==> src/rtl/pattern_pkg.sv <==
// Shared definitions for the serial pattern link: transmitter state
// encoding and the well-known frame patterns used by the detectors.
package pattern_pkg;

    typedef enum logic [1:0] {
        IDLE = 2'b00,
        SEND = 2'b01,
        GAP  = 2'b10,
        DONE = 2'b11
    } state_t;

    localparam logic [3:0] PAT_1101 = 4'b1101;

endpackage

==> src/rtl/pattern_tx_if.sv <==
// Request/line bundle between a pattern source (master) and the
// serial transmitter (slave).
interface pattern_tx_if #(
    parameter int PAT_W = 4,
    parameter int CNT_W = 4
);
    logic             start;
    logic             use_default;
    logic [PAT_W-1:0] pattern;
    logic [CNT_W-1:0] repeat_n;
    logic             a;
    logic             bit_valid;
    logic             busy;
    logic             done;

    modport master (
        output start, use_default, pattern, repeat_n,
        input  a, bit_valid, busy, done
    );

    modport slave (
        input  start, use_default, pattern, repeat_n,
        output a, bit_valid, busy, done
    );
endinterface

==> src/rtl/pattern_tx_down_counter.sv <==
// Loadable down counter with a zero flag. Load has priority over
// decrement; callers gate dec with !zero so the count never wraps.
module down_counter #(
    parameter int W = 4
) (
    input  logic         clk,
    input  logic         rst,
    input  logic         load,
    input  logic [W-1:0] load_value,
    input  logic         dec,
    output logic [W-1:0] value,
    output logic         zero
);

    logic [W-1:0] value_reg;

    // Count register: load a new start value or step down by one.
    always_ff @(posedge clk or negedge rst) begin
        if (!rst) begin
            value_reg <= '0;
        end else if (load) begin
            value_reg <= load_value;
        end else if (dec) begin
            value_reg <= value_reg - W'(1);
        end
    end

    assign value = value_reg;
    assign zero  = (value_reg == '0);

endmodule

==> src/rtl/pattern_tx.sv <==
// Serial pattern transmitter: sends a captured pattern MSB-first,
// repeated repeat_n times, with zero-filled gap bits between repeats.
module pattern_tx
    import pattern_pkg::*;
#(
    parameter int               PAT_W       = 4,
    parameter int               CNT_W       = 4,
    parameter int               GAP_BITS    = 1,
    parameter logic [PAT_W-1:0] DEFAULT_PAT = PAT_W'(PAT_1101)
) (
    input  logic         clk,
    input  logic         rst,
    pattern_tx_if.slave  bus
);

    localparam int               BIT_W    = $clog2(PAT_W);
    localparam int               GAP_W    = (GAP_BITS > 1) ? $clog2(GAP_BITS) : 1;
    localparam logic [BIT_W-1:0] BIT_LOAD = BIT_W'(PAT_W - 1);
    localparam logic [GAP_W-1:0] GAP_LOAD = (GAP_BITS > 0) ? GAP_W'(GAP_BITS - 1) : '0;
    localparam bit               HAS_GAP  = (GAP_BITS > 0);

    state_t           state_reg;
    logic [PAT_W-1:0] shift_reg;
    logic             a_reg;
    logic             bit_valid_reg;
    logic             busy_reg;
    logic             done_reg;

    logic [PAT_W-1:0] capture;
    logic [PAT_W-1:0] rotated;
    logic             accept;

    logic [BIT_W-1:0] bit_value;
    logic             bit_zero;
    logic [CNT_W-1:0] rep_value;
    logic             rep_zero;
    logic [GAP_W-1:0] gap_value;
    logic             gap_zero;

    logic             bit_last;
    logic             rep_last;
    logic             gap_last;
    logic             frame_end;

    assign capture  = bus.use_default ? DEFAULT_PAT : bus.pattern;
    assign rotated  = {shift_reg[PAT_W-2:0], shift_reg[PAT_W-1]};
    assign accept   = (state_reg == IDLE) && bus.start;

    assign bit_last = (bit_value == '0);
    assign gap_last = (gap_value == '0);
    // rep_zero only matters if the count was somehow exhausted; it keeps
    // the transmitter from looping forever instead of finishing.
    assign rep_last = (rep_value == CNT_W'(1)) || rep_zero;
    assign frame_end = (state_reg == SEND) && bit_last;

    // Bits remaining in the current copy of the pattern.
    down_counter #(.W(BIT_W)) u_bit_cnt (
        .clk        (clk),
        .rst        (rst),
        .load       (accept
                     || (frame_end && !rep_last && !HAS_GAP)
                     || ((state_reg == GAP) && gap_last)),
        .load_value (BIT_LOAD),
        .dec        ((state_reg == SEND) && !bit_zero),
        .value      (bit_value),
        .zero       (bit_zero)
    );

    // Copies of the pattern still to be sent, including the current one.
    down_counter #(.W(CNT_W)) u_rep_cnt (
        .clk        (clk),
        .rst        (rst),
        .load       (accept),
        .load_value (bus.repeat_n),
        .dec        (frame_end && !rep_zero),
        .value      (rep_value),
        .zero       (rep_zero)
    );

    // Gap bits remaining before the next copy starts.
    down_counter #(.W(GAP_W)) u_gap_cnt (
        .clk        (clk),
        .rst        (rst),
        .load       (frame_end && !rep_last && HAS_GAP),
        .load_value (GAP_LOAD),
        .dec        ((state_reg == GAP) && !gap_zero),
        .value      (gap_value),
        .zero       (gap_zero)
    );

    // Control FSM with shift register and registered line outputs.
    always_ff @(posedge clk or negedge rst) begin
        if (!rst) begin
            state_reg     <= IDLE;
            shift_reg     <= '0;
            a_reg         <= 1'b0;
            bit_valid_reg <= 1'b0;
            busy_reg      <= 1'b0;
            done_reg      <= 1'b0;
        end else begin
            case (state_reg)
                IDLE: begin
                    a_reg         <= 1'b0;
                    bit_valid_reg <= 1'b0;
                    done_reg      <= 1'b0;
                    if (bus.start) begin
                        shift_reg <= capture;
                        busy_reg  <= 1'b1;
                        if (bus.repeat_n == '0) begin
                            state_reg <= DONE;
                            done_reg  <= 1'b1;
                        end else begin
                            state_reg     <= SEND;
                            a_reg         <= capture[PAT_W-1];
                            bit_valid_reg <= 1'b1;
                        end
                    end else begin
                        busy_reg <= 1'b0;
                    end
                end
                SEND: begin
                    // After a full copy the rotation has restored the pattern,
                    // so rotated[MSB] is also the first bit of the next copy.
                    shift_reg <= rotated;
                    if (bit_last && rep_last) begin
                        state_reg     <= DONE;
                        a_reg         <= 1'b0;
                        bit_valid_reg <= 1'b0;
                        done_reg      <= 1'b1;
                    end else if (bit_last && HAS_GAP) begin
                        state_reg <= GAP;
                        a_reg     <= 1'b0;
                    end else begin
                        a_reg <= rotated[PAT_W-1];
                    end
                end
                GAP: begin
                    if (gap_last) begin
                        state_reg <= SEND;
                        a_reg     <= shift_reg[PAT_W-1];
                    end else begin
                        a_reg <= 1'b0;
                    end
                end
                default: begin
                    state_reg     <= IDLE;
                    a_reg         <= 1'b0;
                    bit_valid_reg <= 1'b0;
                    busy_reg      <= 1'b0;
                    done_reg      <= 1'b0;
                end
            endcase
        end
    end

    assign bus.a         = a_reg;
    assign bus.bit_valid = bit_valid_reg;
    assign bus.busy      = busy_reg;
    assign bus.done      = done_reg;

endmodule

==> src/flat_wrapper.sv <==
// flat-port wrapper written by rule: the top's interface ports become plain ports
module pattern_tx_flat import pattern_pkg::*;
#(
    parameter int               PAT_W       = 4,
    parameter int               CNT_W       = 4,
    parameter int               GAP_BITS    = 1,
    parameter logic [PAT_W-1:0] DEFAULT_PAT = PAT_W'(PAT_1101)
)
  (clk, rst, bus_start, bus_use_default, bus_pattern, bus_repeat_n, bus_a, bus_bit_valid, bus_busy, bus_done);
  pattern_tx_if #(.PAT_W(PAT_W), .CNT_W(CNT_W)) bus_i ();
  input  logic clk;
  input  logic rst;
  input wire logic [$bits(bus_i.start)-1:0] bus_start;
  input wire logic [$bits(bus_i.use_default)-1:0] bus_use_default;
  input wire logic [$bits(bus_i.pattern)-1:0] bus_pattern;
  input wire logic [$bits(bus_i.repeat_n)-1:0] bus_repeat_n;
  output wire logic [$bits(bus_i.a)-1:0] bus_a;
  output wire logic [$bits(bus_i.bit_valid)-1:0] bus_bit_valid;
  output wire logic [$bits(bus_i.busy)-1:0] bus_busy;
  output wire logic [$bits(bus_i.done)-1:0] bus_done;
  assign bus_i.start = bus_start;
  assign bus_i.use_default = bus_use_default;
  assign bus_i.pattern = bus_pattern;
  assign bus_i.repeat_n = bus_repeat_n;
  assign bus_a = bus_i.a;
  assign bus_bit_valid = bus_i.bit_valid;
  assign bus_busy = bus_i.busy;
  assign bus_done = bus_i.done;
  pattern_tx #(.PAT_W(PAT_W), .CNT_W(CNT_W), .GAP_BITS(GAP_BITS), .DEFAULT_PAT(DEFAULT_PAT)) u_core (.clk(clk), .rst(rst), .bus(bus_i));
endmodule
==> config.mk <==
export PLATFORM = sky130hd
export DESIGN_NAME = pattern_tx_flat
export DESIGN_NICKNAME = d
export VERILOG_FILES = /design/src/rtl/pattern_pkg.sv /design/src/rtl/pattern_tx_if.sv /design/src/rtl/pattern_tx_down_counter.sv /design/src/rtl/pattern_tx.sv /design/src/flat_wrapper.sv
export SDC_FILE = /design/constraint.sdc
export NUM_CORES = 1
export LEC_CHECK = 0
export ABC_AREA = 1
export BUFFER_PORTS_ARGS = -buffer_cell sky130_fd_sc_hd__buf_2
export CORE_MARGIN = 2
export CORE_UTILIZATION = 30
export DETAILED_ROUTE_END_ITERATION = 6
export RECOVER_POWER = 25
export SYNTH_ARGS = -nofsm -noshare
export SYNTH_HDL_FRONTEND = slang
export SYNTH_HIERARCHICAL = 1
export SYNTH_SLANG_ARGS = --single-unit
==> constraint.sdc <==
create_clock -name clk -period 3.92 [get_ports clk]
set_clock_uncertainty 0.1 [all_clocks]
set_input_delay 0.98 -clock clk [delete_from_list [all_inputs] [get_ports clk]]
set_output_delay 0.98 -clock clk [all_outputs]
set_load 0.1 [all_outputs]
==> impl_metrics.json <==
{
  "status": "complete, no violations",
  "internal_power_w": 0.000505,
  "ys.warnings.count": 6,
  "min_delay_worst_endpoint": "u_core/bus.busy",
  "synth-compound-area-share_pct": 8.57,
  "synthesis.instances": 158,
  "area_share_of_xor_xnor_cells_in_the_synthesized_design_pct": 0.800,
  "via_count": 972,
  "seq_power_share_pct": 30.7,
  "leakagePower_nw": 0.685,
  "design.core.area_mm2": 0.00342,
  "post_cts.repair.setup_buffers": 0,
  "cp_top_family": "buffers and inverters",
  "switching_power_w": 0.000571,
  "critical_path.max_stage_delay_ns": 0.43,
  "fraction_of_the_yosys_area_taken_by_sequential_cells_pct": 38.9,
  "post_drt_via_cell_ratio": 4.34,
  "crit_type": "reg -> out",
  "timing.rr.start": "u_core/state_reg[1]",
  "finalWeightedCongestion": 0.815,
  "power.switching_fraction_pct": 53.1,
  "cap_violations": 0,
  "dpl.cell_count": 220,
  "grt_pass1_wl_mm": 3.67,
  "yosys_register_bits": 17,
  "detail_route.first_pass.iterations": 4,
  "track_usage_pct": 11.1,
  "most_used_cells_in_the_layout_excluding_fill_and_tap_cells": "nand2_1, inv_1, nor2_1",
  "timing_max_transition_violations_final": 0,
  "numClockSinks": 17,
  "crit_required_ns": 2.84,
  "post-route-period-util_pct": 55.1,
  "antenna_found_initial": 0,
  "finalHoldViolCount": 0,
  "fin_nets": 197,
  "fp.dieArea_mm2": 0.00415,
  "max_freq_mhz": 463,
  "grt_setup_unrepaired": "no",
  "hp_class": "reg -> reg",
  "vias_in_the_first_global_route": 851,
  "synth-simple-area-share_pct": 35.0,
  "dieHeight_um": 64.4,
  "startpoint_type": "register",
  "cts.clk_slew.worst_paths_ns": 0.11,
  "detailedPlacementHpwl_mm": 1.68,
  "timing.reg2reg.worst_path_depth": 10,
  "critical_path.endpoint_type": "output port",
  "largest_family_of_logic_cells_by_synthesized_area": "simple AND/OR/NAND/NOR gates",
  "number_of_nets_with_antenna_violations_after_routing": 0,
  "routed_wirelength_mm": 2.16,
  "max-slew-margin-rel_pct": 39.0,
  "mostFrequentLayoutCell": "nand2_1",
  "netlist_area_mm2": 0.00109,
  "proportion_of_synthesized_area_in_mux_cells_pct": 0,
  "number_of_core_rows": 21,
  "cts_resized": 0,
  "timing.critical_path.slowest_stage_cell": "buf_2",
  "cts_max_level": 1,
  "post_synth_fa_ha_maj_area_fraction_pct": 6.86,
  "power.share.clock_pct": 9.0,
  "vdd_ir_drop_max_mv": 0.422,
  "clock_path_buffers": 2,
  "grt_overflow_total": 0,
  "flow.area_growth_from_synthesis_pct": 14.7,
  "post_synth_num_cell_types": 24,
  "num_io_pins": 16,
  "crit_fanout": 2,
  "fin_setup_tns_ns": 0,
  "pwr_density_cell_mw_per_mm2": 857,
  "regToRegEndpoint": "u_core/u_rep_cnt/value[3]",
  "setup_viol_count_final": 0,
  "post-route-min-period_ns": 2.16,
  "dr.first_iter.drc_count": 38,
  "critical_path.cell_chain": "buf_2",
  "hold_start": "u_core/bus.busy",
  "n_antenna_cell": 0,
  "start_util_pct": 32.1,
  "timing.hold.worst_path_depth": 2,
  "cts_tree": "done",
  "avg_wl_per_cell_um": 9.63,
  "pin_count_of_the_biggest_net_entering_global_routing": 18,
  "layout.cells.non_filler": 224,
  "dieWidth_um": 64.4,
  "io_buffers": 15,
  "comb_power_share_pct": 60.3,
  "critical_path_arrival_ns": 1.08,
  "cts_root_buffer": "clkbuf_4",
  "hold_fix_buffer_count_after_cts": 0,
  "critical_path_buf_inv_count": 1,
  "postSynthAreaPerCell_um2": 6.93,
  "reg_to_reg_setup_timing_slack_ns": 2.00,
  "clock_latency_ns": 0.29,
  "worst_pin_slew_ns": 0.914,
  "clock_buffer_count_from_cts": 3,
  "remaining_drc_errors": 0,
  "final_layout_size_suffix_gt1_share_pct": 13.5
}
==> metal layers <==
| layer | up-vias | track usage (%) | share of wire, % |
|---|---|---|---|
| li1 | 528 | - | - |
| met1 | 433 | 15.4 | 51 |
| met2 | 9 | 18.1 | 46 |
| met3 | 2 | 2.08 | 2.2 |
| met4 | 0 | 2.39 | 0.56 |
| met5 | - | 0 | 0 |
==> cell families after synthesis <==
group	after synthesis
and+or+nand+nor	90
DFF	17
other	2
xor gates and xnor gates	1
buffers and inverters	27
adders and majority gates	6
AOI/OAI and AO/OA	15
==> final cells by class <==
class,count,area (µm²)
multi-input cells,115,572
well taps,46,57.6
repair buffers,15,73.8
fillers,379,2160
inverters,27,101
flip-flops and latches,17,425
clock buffers,4,26.3
==> Yosys cell counts <==
cell type | count | share of area, %
nand2_1 | 44 | 15
inv_1 | 26 | 8.9
nor2_1 | 24 | 8.2
dfrtp_1 | 17 | 39
nand3_1 | 12 | 5.5
ha_1 | 6 | 6.9
a21oi_1 | 3 | 1.4
o21ai_0 | 3 | 1.4
o21ai_1 | 3 | 1.4
a31oi_1 | 2 | 1.1
conb_1 | 2 | 0.69
nand2_2 | 2 | 1.1
nor3_1 | 2 | 0.91
o22ai_1 | 2 | 1.1
a22oi_1 | 1 | 0.69
inv_2 | 1 | 0.34
nand2_4 | 1 | 1.0
nand3b_1 | 1 | 0.69
nand4_1 | 1 | 0.57
nor2_2 | 1 | 0.57
nor3b_1 | 1 | 0.69
o21ai_4 | 1 | 1.5
or2_2 | 1 | 0.57
xor2_1 | 1 | 0.80
==> stage by stage <==
stage	worst slack (ns)	utilization (%)	cell area (µm²)	total power [W]	hold WS, ns
detailed placement	2.00	36.0	1230	0.000984	0.372
CTS	1.75	36.8	1260	0.00108	0.414
global placement	1.98	36.0	1230	0.000983	0.387
global route	1.71	36.8	1260	0.00118	0.453
floorplan	1.94	-	1100	0.000856	0.387
finish	1.76	36.8	1260	0.00108	0.417
==> power groups by stage <==
stage	Sequential, W	Clock, W	Combinational, W
floorplan	0.000426	0	0.000430
global placement	0.000333	0	0.000650
detailed placement	0.000331	0	0.000653
CTS	0.000330	0.000101	0.000653
global route	0.000340	0.000111	0.000733
finish	0.000330	0.0000965	0.000649
==> worst max path at each step <==
stage / from / to / depth (start not counted)
floorplan: u_core/bus.bit_valid / bus_bit_valid / 0
detailed placement: bus_start / u_core/u_rep_cnt/value[3] / 6
finish: u_core/bus.busy / bus_busy / 1
global placement: bus_start / u_core/u_rep_cnt/value[3] / 6
CTS: u_core/bus.busy / bus_busy / 1
global route: u_core/bus.busy / bus_busy / 1
(Power assumes the default switching activity.)
